[src/rtl/uart_rx_frame_parser.sv]
// uart_rx_frame_parser
//   Consumes one-cycle byte strobes from a UART receiver, hunts for a sync
//   byte, collects a length-prefixed payload into an internal buffer, verifies
//   an 8-bit additive checksum and only then releases the payload on a
//   valid/ready byte stream. Bad or stalled frames are dropped and flagged.
//
// Ports
//   i_Clock       system clock, all logic on posedge
//   i_Reset       synchronous active-high reset
//   i_RX_DV       byte strobe from the receiver (1 cycle)
//   i_RX_Byte     received byte, qualified by i_RX_DV
//   o_Data        payload byte on offer (0 when nothing is offered)
//   o_Data_Valid  o_Data valid, held until accepted
//   o_Data_Last   final payload byte of the frame
//   i_Data_Ready  consumer accepts o_Data on valid & ready
//   o_Frame_Err   1-cycle pulse: frame discarded
//   o_Err_Code    with o_Frame_Err: 01 bad LEN, 10 checksum, 11 timeout
//   o_Overrun     1-cycle pulse: byte dropped because it arrived during delivery
//   o_Busy        high whenever not hunting for a sync byte
module uart_rx_frame_parser #(
  parameter int         MAX_LEN      = 16,
  parameter logic [7:0] SYNC_BYTE    = 8'hA5,
  parameter int         TIMEOUT_CLKS = 3480
) (
  input  logic       i_Clock,
  input  logic       i_Reset,
  input  logic       i_RX_DV,
  input  logic [7:0] i_RX_Byte,
  output logic [7:0] o_Data,
  output logic       o_Data_Valid,
  output logic       o_Data_Last,
  input  logic       i_Data_Ready,
  output logic       o_Frame_Err,
  output logic [1:0] o_Err_Code,
  output logic       o_Overrun,
  output logic       o_Busy
);

  localparam int IDX_W = $clog2(MAX_LEN + 1);
  localparam int AW    = (MAX_LEN > 1) ? $clog2(MAX_LEN) : 1;
  localparam int TW    = $clog2(TIMEOUT_CLKS);

  typedef enum logic [2:0] {
    S_HUNT,
    S_GET_LEN,
    S_GET_PAY,
    S_GET_CHK,
    S_DELIVER
  } state_t;

  state_t           state_q, state_d;
  logic [IDX_W-1:0] len_q, len_d;
  logic [IDX_W-1:0] idx_q, idx_d;
  logic [7:0]       acc_q, acc_d;
  logic [TW-1:0]    tmo_q, tmo_d;
  logic             err_q, err_d;
  logic [1:0]       code_q, code_d;
  logic             ovr_q, ovr_d;
  logic             mem_we;
  logic [7:0]       mem_q [MAX_LEN];

  logic [IDX_W-1:0] last_idx;
  logic [7:0]       chk_sum;
  logic             collecting;
  logic             tmo_hit;

  assign last_idx   = len_q - IDX_W'(1);
  assign chk_sum    = acc_q + i_RX_Byte;
  assign collecting = (state_q == S_GET_LEN) || (state_q == S_GET_PAY) ||
                      (state_q == S_GET_CHK);
  assign tmo_hit    = (tmo_q == TW'(TIMEOUT_CLKS - 1));

  always_comb begin
    state_d = state_q;
    len_d   = len_q;
    idx_d   = idx_q;
    acc_d   = acc_q;
    tmo_d   = '0;
    err_d   = 1'b0;
    code_d  = 2'b00;
    ovr_d   = 1'b0;
    mem_we  = 1'b0;

    // Inter-byte timeout: a strobe always wins over an expiring count.
    if (collecting && !i_RX_DV) begin
      if (tmo_hit) begin
        err_d   = 1'b1;
        code_d  = 2'b11;
        state_d = S_HUNT;
      end else begin
        tmo_d = tmo_q + TW'(1);
      end
    end

    case (state_q)
      S_HUNT: begin
        if (i_RX_DV && (i_RX_Byte == SYNC_BYTE)) state_d = S_GET_LEN;
      end
      S_GET_LEN: begin
        if (i_RX_DV) begin
          if ((i_RX_Byte == 8'd0) || (i_RX_Byte > 8'(MAX_LEN))) begin
            err_d   = 1'b1;
            code_d  = 2'b01;
            state_d = S_HUNT;
          end else begin
            len_d   = i_RX_Byte[IDX_W-1:0];
            acc_d   = i_RX_Byte;
            idx_d   = '0;
            state_d = S_GET_PAY;
          end
        end
      end
      S_GET_PAY: begin
        if (i_RX_DV) begin
          mem_we = 1'b1;
          acc_d  = chk_sum;
          idx_d  = idx_q + IDX_W'(1);
          if (idx_q == last_idx) state_d = S_GET_CHK;
        end
      end
      S_GET_CHK: begin
        if (i_RX_DV) begin
          if (chk_sum == 8'd0) begin
            idx_d   = '0;
            state_d = S_DELIVER;
          end else begin
            err_d   = 1'b1;
            code_d  = 2'b10;
            state_d = S_HUNT;
          end
        end
      end
      S_DELIVER: begin
        // Buffer is read-only while draining; late bytes are dropped.
        ovr_d = i_RX_DV;
        if (i_Data_Ready) begin
          if (idx_q == last_idx) begin
            idx_d   = '0;
            state_d = S_HUNT;
          end else begin
            idx_d = idx_q + IDX_W'(1);
          end
        end
      end
      default: state_d = S_HUNT;
    endcase
  end

  always_ff @(posedge i_Clock) begin
    if (i_Reset) begin
      state_q <= S_HUNT;
      len_q   <= '0;
      idx_q   <= '0;
      acc_q   <= '0;
      tmo_q   <= '0;
      err_q   <= 1'b0;
      code_q  <= 2'b00;
      ovr_q   <= 1'b0;
    end else begin
      state_q <= state_d;
      len_q   <= len_d;
      idx_q   <= idx_d;
      acc_q   <= acc_d;
      tmo_q   <= tmo_d;
      err_q   <= err_d;
      code_q  <= code_d;
      ovr_q   <= ovr_d;
    end
  end

  // Payload buffer carries data only; it is never read outside DELIVER.
  always_ff @(posedge i_Clock) begin
    if (mem_we) mem_q[idx_q[AW-1:0]] <= i_RX_Byte;
  end

  assign o_Data_Valid = (state_q == S_DELIVER);
  assign o_Data       = o_Data_Valid ? mem_q[idx_q[AW-1:0]] : 8'h00;
  assign o_Data_Last  = o_Data_Valid && (idx_q == last_idx);
  assign o_Frame_Err  = err_q;
  assign o_Err_Code   = code_q;
  assign o_Overrun    = ovr_q;
  assign o_Busy       = (state_q != S_HUNT);

endmodule

[config.mk]
export PLATFORM = sky130hd
export DESIGN_NAME = uart_rx_frame_parser
export DESIGN_NICKNAME = d
export VERILOG_FILES = /design/src/rtl/uart_rx_frame_parser.sv
export SDC_FILE = /design/constraint.sdc
export NUM_CORES = 1
export LEC_CHECK = 0
export CAP_MARGIN = 5
export CELL_PAD_IN_SITES_DETAIL_PLACEMENT = 1
export CELL_PAD_IN_SITES_GLOBAL_PLACEMENT = 2
export CORE_MARGIN = 4
export CORE_UTILIZATION = 45
export CTS_CLUSTER_SIZE = 16
export DETAILED_ROUTE_END_ITERATION = 7
export PLACE_DENSITY_LB_ADDON = 0.1
export SYNTH_ARGS = -nofsm -noshare
export SYNTH_HDL_FRONTEND = slang
export SYNTH_SLANG_ARGS = --single-unit
export TNS_END_PERCENT = 50
[constraint.sdc]
create_clock -name i_Clock -period 2.6 [get_ports i_Clock]
set_input_delay 0.26 -clock i_Clock [delete_from_list [all_inputs] [get_ports i_Clock]]
set_output_delay 0.26 -clock i_Clock [all_outputs]
set_load 0.01 [all_outputs]
==> flow_metrics.py, run 1 <==
metrics = {
    "outcome": {
        "status": "finished clean",
    },
    "critical_path": {
        "slowest_delay_ps": 530,
        "cp_max_fo": 10,
        "crit_family": "multiplexers",
        "critPathSlowestCell": "mux4_2",
        "cp_cell_sequence": "buf_12 > mux4_2 > mux4_2 > nor2b_1 > buf_2",
        "crit_arrival_ps": 2340,
        "cp.buffers_inverters": 2,
        "cp-end-kind": "output port",
        "crit_path_start_kind": "flip-flop",
        "crit_path_frequent_cell": "mux4_2",
        "required_ps": 2340,
        "path_class": "reg -> out",
    },
    "place": {
        "dp_hpwl_mm": 12.1,
        "io_buffers": 26,
        "gp_congestion": 0.842,
    },
    "cts": {
        "cts_tree": "done",
        "hold_buffers": 0,
        "cts_root_buffer": "clkbuf_16",
        "cts_htree_levels": 4,
        "cts_buffers": 17,
        "clock-sinks": 169,
        "clk_pin_slew_ps": 70,
        "insertion_delay_ps": 420,
        "cts.path.max_buffers": 2,
    },
    "sta": {
        "relSlewSlack": 0.661,
        "rsz0062_at_grt": "yes",
        "holdWs_ps": 463,
        "worst_slew_pin_slew_ps": 508,
        "clock.fmax_mhz": 385,
        "finClkSkew_ps": 9.43,
        "layout_worst_path_cycle_share": 0.998,
        "slew_violations": 0,
        "finalHoldViolCount": 0,
        "finalSetupViolCount": 0,
        "min_period_ps": 2600,
        "fin_tns_setup_ps": 0,
    },
    "grt": {
        "grt-ovfl-total": 0,
        "grt_usage": 0.211,
        "grt_max_degree": 33,
        "grt_pass1_vias": 4787,
        "antenna_found_initial": 0,
        "grt_pass1_wl_mm": 28.5,
    },
    "pwr": {
        "ir_drop_mv": 0.477,
        "p_leak_nw": 3.07,
        "p_per_area_nw_per_um2": 639,
    },
    "drt": {
        "viasPerCell": 5.52,
        "routedWlPerCell_um": 22.0,
        "vias": 4447,
        "drtAntennaViolNets": 0,
        "drtIter0Drc": 304,
        "drtPass1Iterations": 4,
        "wirelength_mm": 17.7,
        "drc_errors": 0,
    },
    "floorplan": {
        "fp-row-count": 46,
        "fp.dieH_um": 135,
        "num_io_pins": 27,
        "fp.dieArea_um2": 18300,
        "coreArea_um2": 15900,
        "die_width_um": 135,
        "start_util": 0.458,
    },
    "yosys": {
        "synthCells": 482,
        "synth-edff-count": 128,
        "synth_area_leaders": "edfxtp_1 53%, mux4_2 12%, dfxtp_1 11%",
        "synth_xor_area_frac": 0.0277,
        "synth-simple-area-share": 0.104,
        "synth_top_family_by_area": "multiplexers",
        "synth.mux.area_fraction": 0.138,
        "synth_top_cell_by_area": "edfxtp_1",
        "synth-compound-area-share": 0.0434,
        "syn_avg_cell_area_um2": 15.1,
        "netlist_area_um2": 7270,
        "ys_seq_area_frac": 0.642,
        "yosysTopAreaCellShare": 0.529,
        "ys_top_cells_by_count": "128 x edfxtp_1, 45 x nor2_1, 41 x dfxtp_1, 40 x mux4_2, 19 x a21oi_1",
        "ys_types": 52,
        "synthAdderAreaFrac": 0.0251,
        "synth_seq_cells": 169,
        "synth_nets": 508,
        "yosysMostFrequentCell": "edfxtp_1",
        "ys.flop_type": "edfxtp_1",
        "synth_warnings": 0,
        "synthArstFlopShare": 0,
    },
    "run": {
        "drv_cap": 0,
    },
    "layout": {
        "syn_to_final_growth_pct": 24.0,
        "n_fill_cell": 1547,
        "drive_gt1_frac": 0.290,
        "diodes": 0,
        "layout.nets": 602,
    },
    "worst_hold_path": {
        "min_path_type": "reg -> reg",
    },
}
## sequential cells by signal, summed over array words and instances (netlist names), named ones only
name         cells
mem_q          128
o_Err_Code       2
o_Overrun        1
idx_q            5
len_q            5
acc_q            8
state_q          3
tmo_q           12
o_Frame_Err      1
## worst reg2reg max path, cell delays in order, from the launching register on
cell and delay, ps:
dfxtp_2 340, ha_4 130, inv_1 50, fa_2 370
nand2b_4 170, a21oi_2 150, xor2_1 110, nor4_2 270
nand4_1 230, a21oi_1 200, buf_4 170, mux2i_2 220
## cell usage in the layout (no fill, tap or decap), types with 12 or more instances in the layout
cell / Yosys / layout
and2_1: 12 / 12
inv_1: 13 / 13
nor2_1: 45 / 45
edfxtp_1: 128 / 128
buf_4: 1 / 60
mux4_2: 40 / 40
nand2_1: 13 / 12
a21oi_1: 19 / 17
xnor2_1: 13 / 13
dfxtp_1: 41 / 38
clkdlybuf4s50_1: 0 / 16
clkbuf_16: 0 / 17
## per-layer routing
| metal | vias up | track usage | share of wire |
|---|---|---|---|
| met1 | 2288 | 0.268 | 0.42 |
| met2 | 95 | 0.363 | 0.52 |
| met3 | 26 | 0.0443 | 0.037 |
| met5 | - | 0 | 0 |
| met4 | 0 | 0.0705 | 0.021 |
| li1 | 2038 | - | - |
## area by class of cell
cell class / count / area, µm² / area share
Tap cell: 216 / 270 / 0.0300
Timing Repair Buffer: 95 / 842 / 0.0934
Sequential cell: 169 / 4670 / 0.518
Clock buffer: 18 / 429 / 0.0476
Clock inverter: 14 / 210 / 0.0233
Multi-Input combinational cell: 280 / 2540 / 0.282
Inverter: 13 / 48.8 / 0.00541
## worst paths after layout
kind                                       startpoint                  end  slack [ps]  depth (start not counted)
worst min-delay path              tmo_q[0]$_SDFF_PP0_  tmo_q[0]$_SDFF_PP0_         460                          1
worst max-delay path                        flip-flop            o_Data[0]           5                          5
worst max register to register  acc_q[0]$_SDFFE_PP0P_            flip-flop         120                         11
worst min register to register    tmo_q[0]$_SDFF_PP0_  tmo_q[0]$_SDFF_PP0_         460                          1
## kinds of logic after synthesis
logic type | count (synthesis)
xor gates and xnor gates | 23
adders and majority gates | 14
muxes | 50
buffers and inverters | 33
DFF | 169
AOI/OAI and AO/OA | 49
and+or+nand+nor | 144
## where the power goes
part | switching (mW) | total, mW | internal, mW | leakage [nW]
registers | 0.0000000868 | 2.89 | 2.89 | 1.48
logic | 0.0839 | 0.144 | 0.0598 | 1.28
clock network | 1.08 | 2.72 | 1.63 | 0.306
total | 1.17 | 5.76 | 4.59 | 3.07
## what timing repair did
item | 4_1_cts | 5_1_grt
buffers inserted | 7 | 3
gates cloned | 2 | 0
endpoints found under the setup margin | 21 | 23
resized for setup | 42 | 17
pin swaps | 4 | 7
## stage by stage
| step | utilization | cells | area, µm² | setup WS (ps) | total power [mW] |
|---|---|---|---|---|---|
| after floorplan | - | 482 | 7270 | 230 | 2.99 |
| after global placement | 0.518 | 763 | 8230 | -515 | 3.08 |
| after detailed placement | 0.518 | 763 | 8230 | -616 | 3.09 |
| after CTS | 0.565 | 804 | 8970 | -95.1 | 5.80 |
| after global routing | 0.567 | 805 | 9010 | -91.5 | 5.94 |
| final | 0.567 | 805 | 9010 | 4.56 | 5.76 |
(Power assumes the default switching activity.)
==> run 2, diff against run 1 <==
--- a/config.mk
+++ b/config.mk
@@ -8,6 +8,7 @@
 export CAP_MARGIN = 5
 export CELL_PAD_IN_SITES_DETAIL_PLACEMENT = 1
 export CELL_PAD_IN_SITES_GLOBAL_PLACEMENT = 2
+export CORE_ASPECT_RATIO = 1.25
 export CORE_MARGIN = 4
 export CORE_UTILIZATION = 45
 export CTS_CLUSTER_SIZE = 16
==> run 2 against run 1 <==
Compared with the run above:
- the run now ends with setup timing left
- sequential power hardly changed
- fmax down 0.79%
- non-clock buffer count did not move
- setup slack lost 21 ps
- clock-buffer cell count fell by 1
- critical path type unchanged
- highest routed layer unchanged
==> flow_metrics.py, run 2 (synthesis gave the netlist of run 1 again) <==
metrics = {
    "cts": {
        "clk_pin_slew_ps": 60,
        "cts_root_buffer": "clkbuf_16",
        "cts_htree_levels": 4,
        "cts.path.max_buffers": 2,
        "hold_buffers": 0,
        "clock-sinks": 169,
        "cts_tree": "done",
        "cts_buffers": 17,
        "insertion_delay_ps": 430,
    },
    "worst_hold_path": {
        "min_path_type": "reg -> reg",
    },
    "drt": {
        "routedWlPerCell_um": 21.6,
        "wl_met2_mm": 9.31,
        "drtAntennaViolNets": 0,
        "wl_met1_mm": 7.14,
        "drc_errors": 0,
        "viasPerCell": 5.43,
        "maxUsedRoutingLayer": "met4",
        "wl_met3_um": 376,
        "vias": 4353,
        "drtPass1Iterations": 4,
        "drtIter0Drc": 284,
        "wirelength_mm": 17.3,
    },
    "sta": {
        "fin_tns_setup_ps": -42.0,
        "min_period_ps": 2620,
        "finClkSkew_ps": 10.3,
        "setup_ws_ps": -16.1,
        "clock.fmax_mhz": 382,
        "rsz0062_at_grt": "yes",
        "relSlewSlack": 0.644,
        "finalSetupViolCount": 4,
        "slew_violations": 0,
        "finalHoldViolCount": 0,
        "layout_worst_path_cycle_share": 1.01,
        "worst_slew_pin_slew_ps": 533,
    },
    "critical_path": {
        "path_class": "reg -> out",
        "crit_arrival_ps": 2360,
        "required_ps": 2340,
        "crit_path_start_kind": "flip-flop",
        "cp-end-kind": "output port",
        "cp_max_fo": 8,
    },
    "floorplan": {
        "coreArea_um2": 15700,
        "fp-row-count": 51,
        "fp.dieArea_um2": 18300,
        "fp.dieH_um": 150,
        "num_io_pins": 27,
        "die_width_um": 122,
        "start_util": 0.463,
    },
    "place": {
        "dp_hpwl_mm": 12.1,
        "gp_congestion": 0.836,
        "io_buffers": 26,
    },
    "layout": {
        "diodes": 0,
        "layout.nets": 602,
        "largest_reg_flops": 128,
        "mostFrequentLayoutCells": "128 x edfxtp_1, 50 x buf_4, 45 x nor2_1",
        "drive_gt1_frac": 0.284,
        "layout_commonest_cell": "edfxtp_1",
        "n_fill_cell": 1552,
        "syn_to_final_growth_pct": 24.4,
    },
    "outcome": {
        "status": "finished, violations left",
        "violations": "setup timing",
    },
    "pwr": {
        "p_leak_nw": 3.08,
        "ir_drop_mv": 0.385,
        "p_per_area_nw_per_um2": 604,
        "fin_total_pwr_mw": 5.47,
    },
    "grt": {
        "grt_pass1_vias": 4897,
        "grt-ovfl-total": 0,
        "antenna_found_initial": 0,
        "grt_max_degree": 33,
        "grt_usage": 0.208,
        "grt_pass1_wl_mm": 27.7,
    },
    "run": {
        "drv_cap": 0,
    },
}
[run 2: cell types whose count changed in the layout (fill, tap and decap cells not counted), sizes merged]
cell    change
clkinv      +6
inv         -3
clkbuf      -2
buf         +1
bufinv      -2
[run 2: power breakdown]
part	switching (mW)	internal [mW]	total, mW
sequential	0.0000000875	2.90	2.90
combinational	0.0810	0.0550	0.136
clock	1.02	1.41	2.43
[run 2: what timing repair did]
item                                    in CTS  in global routing
hold endpoints to repair                     0                  0
gates cloned                                 2                  0
gates resized for setup                     43                 16
setup buffers                                3                  3
pin swaps                                    3                  5
endpoints found under the setup margin      19                 21
[run 2: area by class of cell]
type,count,area [µm²],area share
Clock buffer,17,425,0.0470
Clock inverter,15,151,0.0167
Inverter,13,48.8,0.00539
Multi-Input combinational cell,280,2510,0.278
Sequential cell,169,4670,0.516
Tap cell,212,265,0.0293
Timing Repair Buffer,95,973,0.108
[run 2: path summary, 6_finish.rpt]
path                                             from               endpoint  slack, ps  cells after the start
worst max-delay path                        flip-flop              o_Data[3]        -20                      5
worst min-delay path              tmo_q[0]$_SDFF_PP0_    tmo_q[0]$_SDFF_PP0_        460                      1
worst max register to register  acc_q[1]$_SDFFE_PP0P_  state_q[2]$_SDFF_PP0_        120                     11
worst min register to register    tmo_q[0]$_SDFF_PP0_    tmo_q[0]$_SDFF_PP0_        460                      1
[run 2: routing by layer]
metal / vias to the layer above / global-route usage
met2: 82 / 0.371
met1: 2207 / 0.250
met5: - / 0
met4: 0 / 0.0740
met3: 31 / 0.0406
li1: 2033 / -
[run 2: worst max-delay path, stage by stage (launching register included)]
cell and delay [ps]:
dfxtp_4 440, buf_12 160, mux4_2 540, mux4_2 490, nor2b_1 140, buf_2 150
[run 2: per-stage QoR]
stage	cell area (µm²)	cells	setup slack, ps	util	hold WS, ps
floorplan	7270	482	230	-	359
global placement	8380	763	-594	0.534	443
detailed placement	8380	763	-696	0.534	446
CTS	9000	800	-99.0	0.574	462
global route	9050	801	-104	0.576	504
finish	9050	801	-16.1	0.576	457
